$ cat src/rtl/freq_cmd_sequencer_if.sv
`default_nettype none
// ============================================================================
//  Module      : freq_cmd_sequencer_if
//  Description : HPS command/status PIO pair and NCO control bundle.
//  Revision    : 1.0 - initial release
// ============================================================================
interface freq_cmd_sequencer_if #(
    parameter int TW_WIDTH = 24
);
    logic [31:0]         cmd_word;
    logic [3:0]          status_word;
    logic [TW_WIDTH-1:0] nco_tw;
    logic                nco_tw_load;
    logic                gen_ready;
    logic                nco_enable;
    logic                nco_phase_clr;

    modport master (
        output cmd_word,
        output gen_ready,
        input  status_word,
        input  nco_tw,
        input  nco_tw_load,
        input  nco_enable,
        input  nco_phase_clr
    );

    modport slave (
        input  cmd_word,
        input  gen_ready,
        output status_word,
        output nco_tw,
        output nco_tw_load,
        output nco_enable,
        output nco_phase_clr
    );
endinterface
`default_nettype wire

$ cat src/rtl/freq_cmd_sequencer.sv
`default_nettype none
// ============================================================================
//  Module      : freq_cmd_sequencer
//  Description : Decodes toggle-handshaked HPS command words into NCO tuning
//                word loads and enable/phase controls, returning status.
//  Revision    : 1.0 - initial release
// ============================================================================
module freq_cmd_sequencer #(
    parameter int TW_WIDTH      = 24,
    parameter int SETTLE_CYCLES = 16
) (
    input  wire logic           clk_clk,
    input  wire logic           reset_reset_n,
    freq_cmd_sequencer_if.slave bus
);

    localparam int c_CNT_W = (SETTLE_CYCLES > 1) ? $clog2(SETTLE_CYCLES) : 1;
    localparam logic [c_CNT_W-1:0] c_CNT_LAST = c_CNT_W'(SETTLE_CYCLES - 1);

    localparam logic [2:0] c_OP_NOP       = 3'd0;
    localparam logic [2:0] c_OP_SET_TW    = 3'd1;
    localparam logic [2:0] c_OP_START     = 3'd2;
    localparam logic [2:0] c_OP_STOP      = 3'd3;
    localparam logic [2:0] c_OP_COMMIT    = 3'd4;
    localparam logic [2:0] c_OP_PHASE_CLR = 3'd5;

    typedef enum logic [2:0] {
        S_INIT   = 3'd0,
        S_IDLE   = 3'd1,
        S_EXEC   = 3'd2,
        S_LOAD   = 3'd3,
        S_SETTLE = 3'd4,
        S_ACK    = 3'd5
    } state_t;

    state_t              r_state;
    state_t              w_next_state;

    // Reserved bits [27:24] are never stored.
    logic                r_cmd_q_tog;
    logic [2:0]          r_cmd_q_op;
    logic [23:0]         r_cmd_q_arg;

    logic                r_cmd_tog;
    logic [2:0]          r_cmd_op;
    logic [23:0]         r_cmd_arg;
    logic                r_cmd_err;

    logic                r_ack;
    logic                r_busy;
    logic                r_err;
    logic                r_nco_en;
    logic                r_nco_load;
    logic [TW_WIDTH-1:0] r_nco_tw;
    logic [TW_WIDTH-1:0] r_staged_tw;
    logic [TW_WIDTH-1:0] r_active_tw;
    logic [c_CNT_W-1:0]  r_cnt;

    logic                w_arg_hi;
    logic                w_arg_bad;
    logic                w_exec_err;
    logic                w_phase_clr;

    // Left unreset so INIT baselines the ack against the toggle present during reset.
    always_ff @(posedge clk_clk) begin
        r_cmd_q_tog <= bus.cmd_word[31];
        r_cmd_q_op  <= bus.cmd_word[30:28];
        r_cmd_q_arg <= bus.cmd_word[23:0];
    end

    generate
        if (TW_WIDTH < 24) begin : g_arg_hi
            assign w_arg_hi = |r_cmd_arg[23:TW_WIDTH];
        end else begin : g_arg_full
            assign w_arg_hi = 1'b0;
        end
    endgenerate

    assign w_arg_bad = (r_cmd_arg == 24'd0) || w_arg_hi;

    always_ff @(posedge clk_clk) begin
        if (!reset_reset_n) begin
            r_state <= S_INIT;
        end else begin
            r_state <= w_next_state;
        end
    end

    always_comb begin
        w_next_state = r_state;
        w_exec_err   = 1'b0;
        w_phase_clr  = 1'b0;
        case (r_state)
            S_INIT: w_next_state = S_IDLE;
            S_IDLE: begin
                if (r_cmd_q_tog != r_ack) begin
                    w_next_state = S_EXEC;
                end
            end
            S_EXEC: begin
                w_next_state = S_ACK;
                case (r_cmd_op)
                    c_OP_NOP:       w_exec_err = 1'b0;
                    c_OP_SET_TW:    w_exec_err = w_arg_bad;
                    c_OP_START:     w_exec_err = (r_active_tw == '0);
                    c_OP_STOP:      w_exec_err = 1'b0;
                    c_OP_COMMIT:    w_next_state = S_LOAD;
                    c_OP_PHASE_CLR: w_phase_clr = 1'b1;
                    default:        w_exec_err = 1'b1;
                endcase
            end
            S_LOAD: begin
                if (bus.gen_ready) begin
                    w_next_state = S_SETTLE;
                end
            end
            S_SETTLE: begin
                if (r_cnt == c_CNT_LAST) begin
                    w_next_state = S_ACK;
                end
            end
            S_ACK:   w_next_state = S_IDLE;
            default: w_next_state = S_INIT;
        endcase
    end

    always_ff @(posedge clk_clk) begin
        if (!reset_reset_n) begin
            r_cmd_tog   <= 1'b0;
            r_cmd_op    <= 3'd0;
            r_cmd_arg   <= 24'd0;
            r_cmd_err   <= 1'b0;
            r_ack       <= 1'b0;
            r_busy      <= 1'b0;
            r_err       <= 1'b0;
            r_nco_en    <= 1'b0;
            r_nco_load  <= 1'b0;
            r_nco_tw    <= '0;
            r_staged_tw <= '0;
            r_active_tw <= '0;
            r_cnt       <= '0;
        end else begin
            r_busy <= (w_next_state == S_EXEC) || (w_next_state == S_LOAD) ||
                      (w_next_state == S_SETTLE) || (w_next_state == S_ACK);
            case (r_state)
                S_INIT: r_ack <= r_cmd_q_tog;
                S_IDLE: begin
                    // Freeze the command so later toggles cannot alter it mid-flight.
                    if (w_next_state == S_EXEC) begin
                        r_cmd_tog <= r_cmd_q_tog;
                        r_cmd_op  <= r_cmd_q_op;
                        r_cmd_arg <= r_cmd_q_arg;
                    end
                end
                S_EXEC: begin
                    r_cmd_err <= w_exec_err;
                    case (r_cmd_op)
                        c_OP_SET_TW: begin
                            if (!w_arg_bad) begin
                                r_staged_tw <= r_cmd_arg[TW_WIDTH-1:0];
                            end
                        end
                        c_OP_START: begin
                            if (r_active_tw != '0) begin
                                r_nco_en <= 1'b1;
                            end
                        end
                        c_OP_STOP: r_nco_en <= 1'b0;
                        c_OP_COMMIT: begin
                            r_nco_tw   <= r_staged_tw;
                            r_nco_load <= 1'b1;
                        end
                        default: ;
                    endcase
                end
                S_LOAD: begin
                    if (bus.gen_ready) begin
                        r_nco_load  <= 1'b0;
                        r_active_tw <= r_staged_tw;
                        r_cnt       <= '0;
                    end
                end
                S_SETTLE: r_cnt <= r_cnt + 1'b1;
                S_ACK: begin
                    r_ack <= r_cmd_tog;
                    r_err <= r_cmd_err;
                end
                default: ;
            endcase
        end
    end

    assign bus.status_word   = {r_ack, r_busy, r_err, r_nco_en};
    assign bus.nco_tw        = r_nco_tw;
    assign bus.nco_tw_load   = r_nco_load;
    assign bus.nco_enable    = r_nco_en;
    assign bus.nco_phase_clr = w_phase_clr;

endmodule
`default_nettype wire

$ cat src/flat_wrapper.sv
// flat-port wrapper written by rule: the top's interface ports become plain ports
module freq_cmd_sequencer_flat 
#(
    parameter int TW_WIDTH      = 24,
    parameter int SETTLE_CYCLES = 16
)
  (clk_clk, reset_reset_n, bus_cmd_word, bus_gen_ready, bus_status_word, bus_nco_tw, bus_nco_tw_load, bus_nco_enable, bus_nco_phase_clr);
  freq_cmd_sequencer_if #(.TW_WIDTH(TW_WIDTH)) bus_i ();
  input  wire logic clk_clk;
  input  wire logic reset_reset_n;
  input wire logic [$bits(bus_i.cmd_word)-1:0] bus_cmd_word;
  input wire logic [$bits(bus_i.gen_ready)-1:0] bus_gen_ready;
  output wire logic [$bits(bus_i.status_word)-1:0] bus_status_word;
  output wire logic [$bits(bus_i.nco_tw)-1:0] bus_nco_tw;
  output wire logic [$bits(bus_i.nco_tw_load)-1:0] bus_nco_tw_load;
  output wire logic [$bits(bus_i.nco_enable)-1:0] bus_nco_enable;
  output wire logic [$bits(bus_i.nco_phase_clr)-1:0] bus_nco_phase_clr;
  assign bus_i.cmd_word = bus_cmd_word;
  assign bus_i.gen_ready = bus_gen_ready;
  assign bus_status_word = bus_i.status_word;
  assign bus_nco_tw = bus_i.nco_tw;
  assign bus_nco_tw_load = bus_i.nco_tw_load;
  assign bus_nco_enable = bus_i.nco_enable;
  assign bus_nco_phase_clr = bus_i.nco_phase_clr;
  freq_cmd_sequencer #(.TW_WIDTH(TW_WIDTH), .SETTLE_CYCLES(SETTLE_CYCLES)) u_core (.clk_clk(clk_clk), .reset_reset_n(reset_reset_n), .bus(bus_i));
endmodule
$ cat config.mk
export PLATFORM = sky130hd
export DESIGN_NAME = freq_cmd_sequencer_flat
export DESIGN_NICKNAME = d
export VERILOG_FILES = /design/src/rtl/freq_cmd_sequencer_if.sv /design/src/rtl/freq_cmd_sequencer.sv /design/src/flat_wrapper.sv
export SDC_FILE = /design/constraint.sdc
export NUM_CORES = 1
export LEC_CHECK = 0
export ABC_CLOCK_PERIOD_IN_PS = 2600
export CAP_MARGIN = 20
export CORE_AREA = 4 4 127 129
export DETAILED_ROUTE_END_ITERATION = 8
export DIE_AREA = 0 0 131 133
export SYNTH_ARGS = -nofsm -noshare
export SYNTH_HDL_FRONTEND = slang
export SYNTH_SLANG_ARGS = --single-unit
$ cat constraint.sdc
create_clock -name clk_clk -period 2.6 [get_ports clk_clk]
set_clock_uncertainty 0.1 [all_clocks]
set_input_delay 0.39 -clock clk_clk [delete_from_list [all_inputs] [get_ports clk_clk]]
set_output_delay 0.39 -clock clk_clk [all_outputs]
set_load 0.01 [all_outputs]
==> impl_metrics.ini, run 1 <==
[finish]
stdcell_count = 817
diodes = 0
final_nets = 652
syn_to_final_growth_pct = 26.01
final_common_cell = nand2_1
drive_gt1_share_pct = 7.631
post-route-util_pct = 42.99
final_cell_mix = nand2_1 (205), dfxtp_1 (140), a21boi_0 (69), clkdlybuf4s50_1 (59), mux2i_1 (26)

[die]
core-area_mm2 = 0.01503
ios = 66
die_y_um = 133
die_area_mm2 = 0.01742
start_util_pct = 34.12
rows = 45
die_w_um = 131

[clock_tree]
cts_hold_buffers = 0
cts_tree = built
clock_sinks = 141
worstSkewPairLatency_ns = 0.42
htreeDepth = 4
post_cts_buffers = 0
numCtsBuffers = 17
path_clk_slew_ns = 0.06
root_buffer = clkbuf_16
clockBufferDepth = 2

[power_and_ir_drop]
switching_share_pct = 23.95
p_leak_nw = 2.197
power_density_mw_per_mm2 = 786.5
combinationalPowerShare_pct = 8.0
pwr-share-clk_pct = 46.2
worst_ir_drop_vdd_uv = 438.8
p_switching_w = 0.001217
internal_power_w = 0.003866
seq_power_share_pct = 45.8

[logic_synthesis]
yosys.area.top_type = dfxtp_1
ys.warnings.count = 0
synth-main-ff-cell = dfxtp_1
synth.avg_cell_area_um2 = 9.029
async_flop_share_pct = 0
syn-cell-area_mm2 = 0.005129
syn_inst = 568
yosys.area.top_type_share_pct = 55.04
synth_cell_types = 40
syn_nets = 604
ys_seq_area_share_pct = 55.04
synth_area_leaders = dfxtp_1 (55%), nand2_1 (15%), a21boi_0 (10%), mux2i_1 (5.1%), clkbuf_1 (2.3%)
synth_edf_count = 0
synth_seq_cells = 141

[place]
placed_cells = 785
hpwlAfterDp_um = 7576
io_buffers = 61
gp_congestion = 0.7825

[hold_path]
hold_path.class = input port to register

[route]
drt_first_pass_iters = 5
ant_nets = 0
wl_per_cell_um = 13.28
wl_um = 10850
vias = 3807
drc = 0
drt_iter0_markers = 206
avgViaCountPerCell = 4.660

[timing]
fin_tns_setup_ns = 0
period_share_pct = 88.22
max_freq_mhz = 436.0
hold_viol_final = 0
slew_viol_final = 0
hold_ws_ns = 0.3154
min_period_ns = 2.294
slew_headroom_pct = 37.30
grt_setup_unrepaired = no
finalSetupViolations = 0
tightest_slew_ns = 0.9405

[global_route]
antenna_found_initial = 0
grtUsageTotal_pct = 13.48
grt_pass1_vias = 3848
grt_pass1_wl_um = 18580
grt_max_degree = 63
overflow = 0

[critical_path]
cp-start-kind = register
crit_type = register to primary output
cpMaxStageDelayCell = or3b_1
cp_cell_sequence = or3b_1, nor3_1, dlygate4sd2_1
arrival_ns = 1.80
worstPathRequired_ns = 2.11
cp-end-kind = primary output
crit_fanout = 11
slowest_delay_ns = 0.43

[status]
status = complete, no violations

[flow_run]
maxCapViolations = 0
==> cells by family after synthesis <==
| family | synth area share, % |
|---|---|
| buffers and inverters | 4.050 |
| multiplexers | 5.074 |
| AND/OR/NAND/NOR | 20.81 |
| XOR/XNOR | 0.1708 |
| AO/OA/AOI/OAI | 14.61 |
| adder cells (fa/ha/maj) | 0.2439 |
| flip-flops | 55.04 |
==> synth_stat cells (all sizes together) (5+ instances only) <==
library cell,n
buf,11
a21boi,80
nor2b,5
o21ai,5
nor2,8
nor4,9
dfxtp,141
a21oi,9
mux2i,26
nand2,205
clkbuf,31
==> cell type report <==
cell class,count,area [um2]
Fill cell,1468,8571
Clock inverter,14,145.1
Inverter,3,11.26
Multi-Input combinational cell,382,2103
Sequential cell,141,2824
Timing Repair Buffer,71,704.4
Clock buffer,18,439.2
Tap cell,188,235.2
==> registers in the layout, summed over array words and instances (netlist names), 3 cells and up <==
name                count
u_core.r_cmd_q_op       3
u_core.r_cmd_arg       24
u_core.r_cnt            4
u_core.r_staged_tw     24
u_core.r_state          3
u_core.r_cmd_q_arg     24
u_core.r_cmd_op         3
u_core.r_active_tw     24
u_core.bus.nco_tw      24
==> per-layer routing <==
layer  part of all wire, %  vias up  global-route usage (%)
met5                     0        -                       0
met4                   1.7        0                   5.486
li1                      -     1975                       -
met1                    49     1744                   18.19
met3                   4.5       14                   4.158
met2                    45       74                   19.92
==> path summary, 6_finish.rpt <==
| path | startpoint | endpoint | slack [ns] | cells past startpoint |
|---|---|---|---|---|
| setup / recovery | u_core.r_state[0] | bus_nco_phase_clr | 0.31 | 3 |
| hold / removal | bus_cmd_word[10] | u_core.r_cmd_q_arg[10] | 0.32 | 1 |
| setup reg to reg | u_core.r_state[0] | u_core.r_staged_tw[16] | 0.46 | 5 |
| hold reg to reg | u_core.r_cmd_q_arg[19] | u_core.r_cmd_arg[19] | 0.35 | 2 |
==> per-stage QoR <==
step | instance area [um2] | total power [W] | setup WS, ns
final | 6462 | 0.005083 | 0.3063
after global routing | 6462 | 0.005308 | 0.2495
after CTS | 6462 | 0.005154 | 0.2745
after detailed placement | 5878 | 0.002784 | 0.3986
after global placement | 5878 | 0.002773 | 0.4014
after floorplan | 5129 | 0.002638 | 0.6348
==> worst max-delay path, delay by kind of cell (launching register included) <==
| family | cells | cell delay (ns) |
|---|---|---|
| buffers and inverters | 1 | 0.31 |
| DFF | 1 | 0.41 |
| and+or+nand+nor | 2 | 0.67 |
==> what timing repair did <==
item / 4_1_cts / 5_1_grt
gates resized for setup: 2 / 0
endpoints found under the hold margin: 0 / 0
setup endpoints to repair: 1 / 0
==> power groups by stage <==
stage	Sequential [W]	Combinational (W)	Clock, W
2_1_floorplan	0.00234	0.000302	0
3_3_place_gp	0.00237	0.000405	0
3_5_place_dp	0.00237	0.000412	0
4_1_cts	0.00233	0.000415	0.00241
5_1_grt	0.00234	0.000462	0.00251
6_report	0.00233	0.000409	0.00235
(Power assumes the default switching activity.)
==> run 2: changes to the inputs <==
--- a/config.mk
+++ b/config.mk
@@ -10,6 +10,7 @@
 export CORE_AREA = 4 4 127 129
 export DETAILED_ROUTE_END_ITERATION = 8
 export DIE_AREA = 0 0 131 133
+export GPL_TIMING_DRIVEN = 0
 export SYNTH_ARGS = -nofsm -noshare
 export SYNTH_HDL_FRONTEND = slang
 export SYNTH_SLANG_ARGS = --single-unit
==> impl_metrics.ini, run 2 (same netlist as run 1, synthesis figures left out) <==
[status]
status = complete, no violations

[die]
start_util_pct = 34.12
ios = 66
core-area_mm2 = 0.01503
die_y_um = 133
die_w_um = 131
die_area_mm2 = 0.01742
rows = 45

[timing]
grt_setup_unrepaired = no
slew_headroom_pct = 50.78
fin_tns_setup_ns = 0
period_share_pct = 92.13
min_period_ns = 2.395
max_freq_mhz = 417.5
finalSetupViolations = 0
hold_viol_final = 0
tightest_slew_ns = 0.7367
slew_viol_final = 0

[finish]
post-route-util_pct = 43.53
fill_cells = 1437
diodes = 0
syn_to_final_growth_pct = 27.59
final_area_mm2 = 0.006544
final_cell_mix = nand2_1 (205), dfxtp_1 (141), a21boi_0 (69), clkdlybuf4s50_1 (59), clkbuf_1 (32)
final_nets = 683
drive_gt1_share_pct = 6.829
final_common_cell = nand2_1

[global_route]
antenna_found_initial = 0
grt_max_degree = 17
grtUsageTotal_pct = 14.52
overflow = 0
grt_pass1_vias = 4051
grt_pass1_wl_um = 19800

[clock_tree]
cts_tree = built
cts_hold_buffers = 0
htreeDepth = 4
worstSkewPairLatency_ns = 0.42
path_clk_slew_ns = 0.06
root_buffer = clkbuf_16
clock_sinks = 141
post_cts_buffers = 0
numCtsBuffers = 17
clockBufferDepth = 2

[power_and_ir_drop]
p_leak_nw = 2.222
worst_ir_drop_vdd_uv = 486.6
power_density_mw_per_mm2 = 778.9

[place]
hpwlAfterDp_um = 8911
io_buffers = 60
gp_congestion = 0.8228
placed_cell_area_mm2 = 0.005964

[route]
avgViaCountPerCell = 4.711
drt_iter0_markers = 196
wl_per_cell_um = 14.02
drt_first_pass_iters = 5
ant_nets = 0
vias = 3990
drc = 0
wl_um = 11880

[critical_path]
cpMaxStageDelayCell = or3b_1
path_buf_inv = 3
slowest_delay_ns = 0.34
worstPathRequired_ns = 2.11
cp-end-kind = primary output
cp_cell_sequence = buf_4, or3b_1, buf_2, nor3_2, dlygate4sd2_1
critical-path-top-delay-family = buffers and inverters
cp-start-kind = register
arrival_ns = 1.91
crit_type = register to primary output
crit_fanout = 10

[hold_path]
hold_path.class = input port to register

[flow_run]
maxCapViolations = 0
[run 2: stage by stage]
stage          cells  power [W]  setup slack [ns]  hold WS, ns
2_1_floorplan    568   0.002638            0.6348       0.3177
3_3_place_gp     816   0.002798            0.2813       0.3393
3_5_place_dp     816   0.002811            0.2538       0.3421
4_1_cts          847   0.005152            0.1811       0.2797
5_1_grt          847   0.005319           0.07514       0.2914
6_report         847   0.005097            0.2046       0.2928
[run 2: area by class of cell]
cell class                 count  area, um2  share of cell area (%)
sequential                   141       2823                   43.14
buffer                        42      196.4                   3.002
inverter                       3      11.26                  0.1721
clock buffer                  20      456.7                   6.979
timing repair buffer          60      599.3                   9.159
tap                          188      235.2                   3.595
clock inverter                11      118.9                   1.816
multi-input combinational    382       2103                   32.14
[run 2: final timing paths]
check | depth (start not counted) | end | startpoint | slack (ns)
worst min register to register | 2 | u_core.r_cmd_arg[0] | u_core.r_cmd_q_arg[0] | 0.35
worst max register to register | 6 | u_core.r_staged_tw[5] | u_core.r_state[1] | 0.40
worst max-delay path | 5 | bus_nco_phase_clr | u_core.r_state[1] | 0.20
worst min-delay path | 3 | u_core.r_staged_tw[11] | reset_reset_n | 0.29
[run 2: tightest hold or removal path: cells and delay by family]
| kind | cells | cell delay (ns) |
|---|---|---|
| buffers and inverters | 1 | 0.20 |
| and+or+nand+nor | 1 | 0.12 |
| muxes | 1 | 0.06 |
[run 2: power breakdown]
| part | internal [W] | total (W) | switching, W | leakage [nW] |
|---|---|---|---|---|
| Sequential | 0.00225 | 0.00231 | 0.0000620 | 1.15 |
| Combinational | 0.000190 | 0.000449 | 0.000259 | 0.799 |
| Clock | 0.00145 | 0.00233 | 0.000887 | 0.274 |
| Total | 0.00389 | 0.00510 | 0.00121 | 2.22 |
[run 2: metal layers]
layer / vias to the layer above / wire [um] / track usage [%]
li1: 2036 / - / -
met1: 1831 / 5581 / 18.82
met2: 103 / 5385 / 22.21
met3: 20 / 583 / 3.916
met4: 0 / 324 / 6.971
met5: - / 0 / 0
[run 2: what timing repair did]
action,4_1_cts,5_1_grt
gates resized for setup,2,0
endpoints found under the hold margin,0,0
setup endpoints to repair,1,0
==> run 3: changes to the inputs <==
--- a/config.mk
+++ b/config.mk
@@ -6,7 +6,6 @@
 export NUM_CORES = 1
 export LEC_CHECK = 0
 export ABC_CLOCK_PERIOD_IN_PS = 2600
-export CAP_MARGIN = 20
 export CORE_AREA = 4 4 127 129
 export DETAILED_ROUTE_END_ITERATION = 8
 export DIE_AREA = 0 0 131 133
==> results of run 3 <==
Same layout as run 2: the final DEF is identical, and so are final timing and power.
